==> src/rtl/multicycle_pkg.sv <==
// Shared encodings for the multicycle MIPS control path and ALUControl.
// MULTICYCLE_CTRL_ILLEGAL_TRAP_EN adds the HALT state for unknown opcodes.
package multicycle_pkg;

  localparam int unsigned StateW = 4;

  localparam logic [5:0] OpRtype = 6'b000000;
  localparam logic [5:0] OpLw    = 6'b100011;
  localparam logic [5:0] OpSw    = 6'b101011;
  localparam logic [5:0] OpBeq   = 6'b000100;
  localparam logic [5:0] OpJ     = 6'b000010;
  localparam logic [5:0] OpAddi  = 6'b001000;

  typedef enum logic [StateW-1:0] {
    StReset  = 4'd0,
    StFetch  = 4'd1,
    StDecode = 4'd2,
    StMemAdr = 4'd3,
    StMemRd  = 4'd4,
    StMemWb  = 4'd5,
    StMemWr  = 4'd6,
    StExec   = 4'd7,
    StAluWb  = 4'd8,
    StBranch = 4'd9,
    StJump   = 4'd10,
    StAddiEx = 4'd11,
    StAddiWb = 4'd12
`ifdef MULTICYCLE_CTRL_ILLEGAL_TRAP_EN
    , StHalt = 4'd13
`endif
  } state_e;

  localparam logic [1:0] AluBRt      = 2'b00;
  localparam logic [1:0] AluBFour    = 2'b01;
  localparam logic [1:0] AluBSext    = 2'b10;
  localparam logic [1:0] AluBSextSh2 = 2'b11;

  localparam logic [1:0] AluOpAdd   = 2'b00;
  localparam logic [1:0] AluOpSub   = 2'b01;
  localparam logic [1:0] AluOpFunct = 2'b10;

  localparam logic [1:0] PcSrcAlu    = 2'b00;
  localparam logic [1:0] PcSrcAluOut = 2'b01;
  localparam logic [1:0] PcSrcJump   = 2'b10;

  typedef struct packed {
    logic       pcWrite;
    logic       pcWriteCond;
    logic       iorD;
    logic       memRead;
    logic       memWrite;
    logic       irWrite;
    logic       memToReg;
    logic       regDst;
    logic       regWrite;
    logic       aluSrcA;
    logic [1:0] aluSrcB;
    logic [1:0] aluOp;
    logic [1:0] pcSrc;
    logic       instrDone;
  } ctrl_t;

endpackage

==> src/rtl/multicycle_ctrl_decode.sv <==
// Combinational state/opcode decode: control outputs and next state.
// With MULTICYCLE_CTRL_ILLEGAL_TRAP_EN unknown opcodes trap into HALT.
module multicycle_ctrl_decode
  import multicycle_pkg::*;
#(
  parameter int unsigned OP_W = 6
) (
  input  state_e            state,
  input  logic [OP_W-1:0]   opcode,
  input  logic              mem_ready,
  output state_e            state_d,
  output ctrl_t             ctrl
);

  localparam logic [OP_W-1:0] OpRtypeW = OP_W'(OpRtype);
  localparam logic [OP_W-1:0] OpLwW    = OP_W'(OpLw);
  localparam logic [OP_W-1:0] OpSwW    = OP_W'(OpSw);
  localparam logic [OP_W-1:0] OpBeqW   = OP_W'(OpBeq);
  localparam logic [OP_W-1:0] OpJW     = OP_W'(OpJ);
  localparam logic [OP_W-1:0] OpAddiW  = OP_W'(OpAddi);

  always_comb begin
    state_d = state;
    ctrl    = '0;
    unique case (state)
      StReset: state_d = StFetch;
      StFetch: begin
        ctrl.memRead = 1'b1;
        ctrl.aluSrcB = AluBFour;
        // IR and PC+4 only latch on the cycle memory actually returns the word
        ctrl.irWrite = mem_ready;
        ctrl.pcWrite = mem_ready;
        if (mem_ready) state_d = StDecode;
      end
      StDecode: begin
        ctrl.aluSrcB = AluBSextSh2;
        case (opcode)
          OpLwW, OpSwW: state_d = StMemAdr;
          OpRtypeW:     state_d = StExec;
          OpBeqW:       state_d = StBranch;
          OpJW:         state_d = StJump;
          OpAddiW:      state_d = StAddiEx;
          default: begin
`ifdef MULTICYCLE_CTRL_ILLEGAL_TRAP_EN
            state_d = StHalt;
`else
            state_d        = StFetch;
            ctrl.instrDone = 1'b1;
`endif
          end
        endcase
      end
      StMemAdr: begin
        ctrl.aluSrcA = 1'b1;
        ctrl.aluSrcB = AluBSext;
        state_d      = (opcode == OpSwW) ? StMemWr : StMemRd;
      end
      StMemRd: begin
        ctrl.memRead = 1'b1;
        ctrl.iorD    = 1'b1;
        if (mem_ready) state_d = StMemWb;
      end
      StMemWb: begin
        ctrl.regWrite  = 1'b1;
        ctrl.memToReg  = 1'b1;
        ctrl.instrDone = 1'b1;
        state_d        = StFetch;
      end
      StMemWr: begin
        ctrl.memWrite = 1'b1;
        ctrl.iorD     = 1'b1;
        if (mem_ready) begin
          ctrl.instrDone = 1'b1;
          state_d        = StFetch;
        end
      end
      StExec: begin
        ctrl.aluSrcA = 1'b1;
        ctrl.aluSrcB = AluBRt;
        ctrl.aluOp   = AluOpFunct;
        state_d      = StAluWb;
      end
      StAluWb: begin
        ctrl.regWrite  = 1'b1;
        ctrl.regDst    = 1'b1;
        ctrl.instrDone = 1'b1;
        state_d        = StFetch;
      end
      StBranch: begin
        ctrl.aluSrcA     = 1'b1;
        ctrl.aluSrcB     = AluBRt;
        ctrl.aluOp       = AluOpSub;
        ctrl.pcWriteCond = 1'b1;
        ctrl.pcSrc       = PcSrcAluOut;
        ctrl.instrDone   = 1'b1;
        state_d          = StFetch;
      end
      StJump: begin
        ctrl.pcWrite   = 1'b1;
        ctrl.pcSrc     = PcSrcJump;
        ctrl.instrDone = 1'b1;
        state_d        = StFetch;
      end
      StAddiEx: begin
        ctrl.aluSrcA = 1'b1;
        ctrl.aluSrcB = AluBSext;
        ctrl.aluOp   = AluOpAdd;
        state_d      = StAddiWb;
      end
      StAddiWb: begin
        ctrl.regWrite  = 1'b1;
        ctrl.instrDone = 1'b1;
        state_d        = StFetch;
      end
`ifdef MULTICYCLE_CTRL_ILLEGAL_TRAP_EN
      StHalt: state_d = StHalt;
`endif
      default: state_d = StFetch;
    endcase
  end

endmodule

==> src/rtl/multicycle_ctrl.sv <==
// Multicycle MIPS control FSM: async-reset state register around the decode block.
// Define MULTICYCLE_CTRL_ILLEGAL_TRAP_EN to halt on unknown opcodes.
module multicycle_ctrl
  import multicycle_pkg::*;
#(
  parameter int unsigned OP_W    = 6,
  parameter int unsigned STATE_W = 4
) (
  input  logic               clk,
  input  logic               rst,
  input  logic [OP_W-1:0]    opcode,
  input  logic               mem_ready,
  output logic               pcWrite,
  output logic               pcWriteCond,
  output logic               iorD,
  output logic               memRead,
  output logic               memWrite,
  output logic               irWrite,
  output logic               memToReg,
  output logic               regDst,
  output logic               regWrite,
  output logic               aluSrcA,
  output logic [1:0]         aluSrcB,
  output logic [1:0]         aluOp,
  output logic [1:0]         pcSrc,
  output logic               instr_done,
  output logic [STATE_W-1:0] state
);

  state_e              state_q;
  state_e              state_d;
  ctrl_t               ctrl;
  logic [StateW-1:0]   stateBits;

  multicycle_ctrl_decode #(
    .OP_W(OP_W)
  ) u_decode (
    .state    (state_q),
    .opcode   (opcode),
    .mem_ready(mem_ready),
    .state_d  (state_d),
    .ctrl     (ctrl)
  );

  // Outputs decode straight from state_q, so reset clears every strobe immediately
  always_ff @(posedge clk or negedge rst) begin
    if (!rst) state_q <= StReset;
    else      state_q <= state_d;
  end

  assign stateBits   = state_q;
  assign state       = STATE_W'(stateBits);
  assign pcWrite     = ctrl.pcWrite;
  assign pcWriteCond = ctrl.pcWriteCond;
  assign iorD        = ctrl.iorD;
  assign memRead     = ctrl.memRead;
  assign memWrite    = ctrl.memWrite;
  assign irWrite     = ctrl.irWrite;
  assign memToReg    = ctrl.memToReg;
  assign regDst      = ctrl.regDst;
  assign regWrite    = ctrl.regWrite;
  assign aluSrcA     = ctrl.aluSrcA;
  assign aluSrcB     = ctrl.aluSrcB;
  assign aluOp       = ctrl.aluOp;
  assign pcSrc       = ctrl.pcSrc;
  assign instr_done  = ctrl.instrDone;

endmodule

==> config.mk <==
export PLATFORM = sky130hd
export DESIGN_NAME = multicycle_ctrl
export DESIGN_NICKNAME = d
export VERILOG_FILES = /design/src/rtl/multicycle_pkg.sv /design/src/rtl/multicycle_ctrl_decode.sv /design/src/rtl/multicycle_ctrl.sv
export SDC_FILE = /design/constraint.sdc
export NUM_CORES = 1
export LEC_CHECK = 0
export CORE_MARGIN = 3
export CORE_UTILIZATION = 41
export DETAILED_ROUTE_END_ITERATION = 12
export PLACE_DENSITY = 0.83
export REMOVE_ABC_BUFFERS = 1
export SYNTH_ARGS = -nofsm -noshare
export SYNTH_HDL_FRONTEND = slang
export SYNTH_SLANG_ARGS = --single-unit
==> constraint.sdc <==
create_clock -name clk -period 2.6 [get_ports clk]
set_input_delay 0.26 -clock clk [delete_from_list [all_inputs] [get_ports clk]]
set_output_delay 0.26 -clock clk [all_outputs]
set_load 0.005 [all_outputs]
======== Yosys cells after proc, flatten, opt, wreduce, memory -nomap -nowiden ========
Index checks and enable logic that the tools add are counted.
word-level totals
  flip-flop bits (word level) ............. 4
  output and inout bits ................... 21
operators by class
  eq/ne operators ......................... 20
  muxes and demuxes ....................... 22
  reductions and logical operators ........ 10
operators with widths
  kind                  number
  $pmux W4 S7           1
  $eq A4 B4 Y1 const B  5
  $pmux W4 S5           1
  $eq A4 B3 Y1 const B  4
  $eq A6 B6 Y1 const B  2
  $mux W4               3
  $mux W1               11
  $eq A4 B2 Y1 const B  2
  $pmux W2 S2           2
  $reduce_or A2 Y1      4
  $eq A6 B2 Y1 const B  1
  $eq A6 B3 Y1 const B  1
  $eq A6 B4 Y1 const B  1
  $logic_not A6 Y1      1
  $ne A2 B2 Y1 const B  3
  $pmux W2 S3           1
  $reduce_or A6 Y1      1
  $reduce_or A5 Y1      1
  $eq A4 B1 Y1 const B  1
  $reduce_or A4 Y1      1
  $pmux W1 S3           1
  $reduce_and A3 Y1     1
  $reduce_or A3 Y1      1
  $mux W2               1
  $pmux W1 S2           1

======== Logic depth before layout (Yosys ltp) ========
Gate-level depths: netlist (run 1).
  word-level depth ........................ 4
  depth in mapped cells ................... 5
  depth with buffers taken out ............ 3

======== By module ========
A second synthesis (run 1) with hierarchy kept.
unflattened totals
  cells, all modules ...................... 75
  area, all modules ....................... 523.0 um^2
modules (own cells, without submodules)
  module                  instances  cells each  area each (um^2)  sequential area each (um^2)
  multicycle_ctrl_decode  1          71          422.9             0.0
  multicycle_ctrl         1          4           100.1             100.1

======== Worst setup path after synthesis (run 1) ========
OpenSTA, ideal clock, no wires.
  path kind ............................... input-to-output
  start point ............................. input opcode[1]
  end point ............................... output instr_done
  arrival time ............................ 1.043 ns
  data required time ...................... 2.340 ns
  slack ................................... 1.297 ns
  cell stages on the path ................. 3
  cell sequence ........................... or4_4 > a31oi_1 > o211ai_1
on the way
  longest elaborated chain between the ends .. 4
ends and longest elaborated chain
  item                                  RTL line                      RTL
  start: declaration                    multicycle_ctrl.sv:11         input logic [OP_W-1:0] opcode,
  $eq A6 B6 Y1 (tied with other cells)  multicycle_ctrl_decode.sv:37  case (opcode)
  $reduce_or A6 Y1 (no line) *          n/a
  $mux W1 *                             multicycle_ctrl_decode.sv:37
  $pmux W1 S3 *                         multicycle_ctrl_decode.sv:25  unique case (state)
  end: declaration                      multicycle_ctrl.sv:26         output logic instr_done,
Every way passes the cells marked *; elsewhere a longest branch is shown, timed or not.

======== Worst setup path in the final report (run 1) ========
Ends and elaborated chain as after synthesis.

==> metrics.md, run 1 <==
| Metric | Value |
|---|---|
| Clock skew | `2.586 ps` |
| Max reg flops | `4` |
| Die area | `1865 µm²` |
| FF/Latch Area | `100.1 µm²` |
| Synth Area in Compound Gates | `0.3091` |
| CTS root buffer | `clkbuf_4` |
| Layout cells sized above 1 | `0.08738` |
| Fin Hold WS | `232.6 ps` |
| Final Max Tran Viols | `0` |
| Initial Util | `0.4719` |
| Period minus WS final | `2350 ps` |
| H-tree Lvls | `1` |
| Relative slew slack | `0.6495` |
| Vias/cell | `5.752` |
| Chip height | `43.18 µm` |
| Hpwl dp | `1306 µm` |
| DR vias | `673` |
| Final setup vio count | `0` |
| Core ar. | `1201 µm²` |
| YS warnings | `0` |
| Ranking of synthesized cells by area | `dfrtp_1 18%, nor2b_1 6.6%, nor2_1 5.3%` |
| Post-synthesis simple-gate area fraction | `0.3996` |
| LEAKAGE | `0.0003203 µW` |
| Util after Layout | `0.7260` |
| Status | `complete, no violations` |
| Overall routing resource usage | `0.1906` |
| Startpoint Class | `input pin` |
| RePlAce Congestion | `0.7734` |
| Final TNS setup | `0 ps` |
| Worst VDD drop | `0.0005286 V` |
| CP Data Required Time | `2340 ps` |
| CTS buffer count | `3` |
| Drt first pass iters | `4` |
| Highest clock rate | `425.5 MHz` |
| Synth top area share | `0.1766` |
| XOR/XNOR Fraction of Synth Area | `0.03091` |
| Syn_area_per_cell | `7.458 µm²` |
| Drt wl/cell | `13.98 µm` |
| Post-synthesis adder-cell area fraction | `0` |
| Crit Path Category | `input pin to output pin` |
| Vias in the first global route | `636` |
| Multi-input logic area | `419.2 µm²` |
| Yosys cell types | `39` |
| Initial antenna violation count | `0` |
| HP Class | `input pin to asynchronous set/reset pin` |
| Die X-Extent | `43.18 µm` |
| Cell Rows | `12` |
| Largest family of logic cells by synthesized area | `simple AND/OR/NAND/NOR gates` |
| WL final | `1636 µm` |
| Dominant synthesized flop cell | `dfrtp_1` |
| Fillers | `116` |
| Async S/R FF share, synth | `1.000` |
| # DRC | `0` |
| Diode count | `0` |
| Unrepaired setup endpoints after global routing | `false` |
| Post_cts resized | `0` |
| Total Power | `811.5 µW` |
| Mux contribution to synthesized area | `0` |
| Pwr/cell area | `930.5 nW/µm²` |
| Mapped Area | `566.8 µm²` |
| Layout area overhead | `53.86%` |
| Cells after synthesis | `76` |
| Fin. Hold Viols | `0` |
| Critical path data arrival time | `2090 ps` |
| Number of synthesized register bits | `4` |
| CP Max Fanout | `8` |
| Number of synthesized flops with an enable pin | `0` |
| Clock buffer depth | `2` |
| Post-synth top area cell | `dfrtp_1` |
| Setup crit end kind | `output pin` |
| Grt ovf | `0` |
| Worst-Skew Late Latency | `230 ps` |
| Final net count | `114` |
| TritonCTS clock tree | `yes` |
| First-pass GRT wire length | `2794 µm` |
| Num ports | `30` |
| DRT iter0 DRCs | `14` |
| # clock sinks | `4` |
| Post-CTS setup buffer count | `0` |
| Seq/Total Area, Yosys | `0.1766` |
| Port Buffers | `29` |
| CTS clk-pin slew, worst paths | `40 ps` |
| Number of max-cap violations | `0` |
| Largest net degree at the start of global routing | `20` |
| Hold-fix buffers, CTS | `0` |
| Final cycle utilization of the critical path | `0.9040` |
| Final ANT Viol Nets | `0` |
| Worst-Margin Slew | `525.7 ps` |
[power breakdown]
group / internal [µW] / total [µW] / switching (µW)
clock: 51.5 / 74.6 / 23.1
combinational: 349 / 558 / 209
sequential: 85.9 / 179 / 93.1
[synth_stat cells, types with 3 or more instances]
cell      instances
nand2b_1          4
nor2b_1           6
nor2_1            8
nor3_1            4
buf_2             5
a31oi_1           3
dfrtp_1           4
nand2_1           4
[routing by layer]
layer / track usage / routed length [µm] / share of wire
met5: 0 / 0 / 0
met3: 0.03390 / 97 / 0.059
met1: 0.2281 / 713 / 0.44
met2: 0.3481 / 807 / 0.49
met4: 0.03614 / 18 / 0.011
[metrics by stage]
stage | cells | setup WS, ps | area [µm²]
after floorplan | 69 | 1254 | 526.8
after global placement | 114 | 286.2 | 849.6
after detailed placement | 114 | 255.0 | 849.6
after CTS | 117 | 253.1 | 872.1
after global routing | 117 | 164.7 | 872.1
final | 117 | 249.7 | 872.1
[cell usage in the layout (no fill, tap or decap), drive strengths merged]
cell type / synthesis / final
o22ai: 1 / 1
and3: 2 / 2
buf: 7 / 2
nand2b: 4 / 4
a2bb2oi: 1 / 1
a21o: 1 / 1
nor2: 8 / 8
xor2: 1 / 1
nand2: 4 / 4
dfrtp: 4 / 4
a22o: 2 / 2
nor3b: 1 / 1
a211oi: 1 / 1
o211ai: 2 / 2
a32oi: 1 / 1
a21oi: 2 / 2
or4: 1 / 1
nand3b: 1 / 1
nand4b: 2 / 2
nor4bb: 1 / 1
o2111ai: 1 / 1
o211a: 1 / 1
inv: 2 / 2
o2bb2ai: 1 / 1
nor4: 1 / 1
nor3: 4 / 4
and4: 1 / 1
a21bo: 1 / 1
a31oi: 3 / 3
clkbuf: 0 / 3
xnor2: 1 / 1
nor2b: 6 / 6
a2111o: 1 / 1
clkdlybuf4s50: 0 / 29
o21ai: 2 / 2
and2: 1 / 1
a21boi: 2 / 2
or4b: 1 / 1
[worst max-delay path: stages]
cell	delay [ps]
clkdlybuf4s50_1	530
or4_4	580
a31oi_1	180
o211ai_1	90
clkdlybuf4s50_1	450
[layout make-up]
| class | instances | share of cell area |
|---|---|---|
| flip-flops and latches | 4 | 0.1148 |
| clock buffers | 3 | 0.02582 |
| well taps | 14 | 0.02009 |
| repair buffers | 31 | 0.3501 |
| inverters | 2 | 0.008608 |
| multi-input cells | 63 | 0.4806 |
[logic make-up after synthesis]
logic type             count (synthesis)
buffers and inverters                  9
AO/OA/AOI/OAI                         23
XOR/XNOR                               2
flip-flops                             4
AND/OR/NAND/NOR                       38
[final timing paths]
kind / start / to / slack, ps / cells after the start
setup / recovery: opcode[1] / instr_done / 250 / 5
hold / removal: rst / state[1] / 230 / 1
setup reg to reg: state[1] / state[2] / 1030 / 3
hold reg to reg: state[3] / state[1] / 670 / 1
max in group asynchronous: rst / state[3] / 2200 / 1
min in group clk: state[3] / state[1] / 670 / 1
(Power assumes the default switching activity.)
==> run 2, diff against run 1 <==
--- a/config.mk
+++ b/config.mk
@@ -10,6 +10,7 @@
 export DETAILED_ROUTE_END_ITERATION = 12
 export PLACE_DENSITY = 0.83
 export REMOVE_ABC_BUFFERS = 1
+export SETUP_SLACK_MARGIN = 0.05
 export SYNTH_ARGS = -nofsm -noshare
 export SYNTH_HDL_FRONTEND = slang
 export SYNTH_SLANG_ARGS = --single-unit
==> results of run 2 <==
Final layout, timing and power as in run 1 (identical DEF).
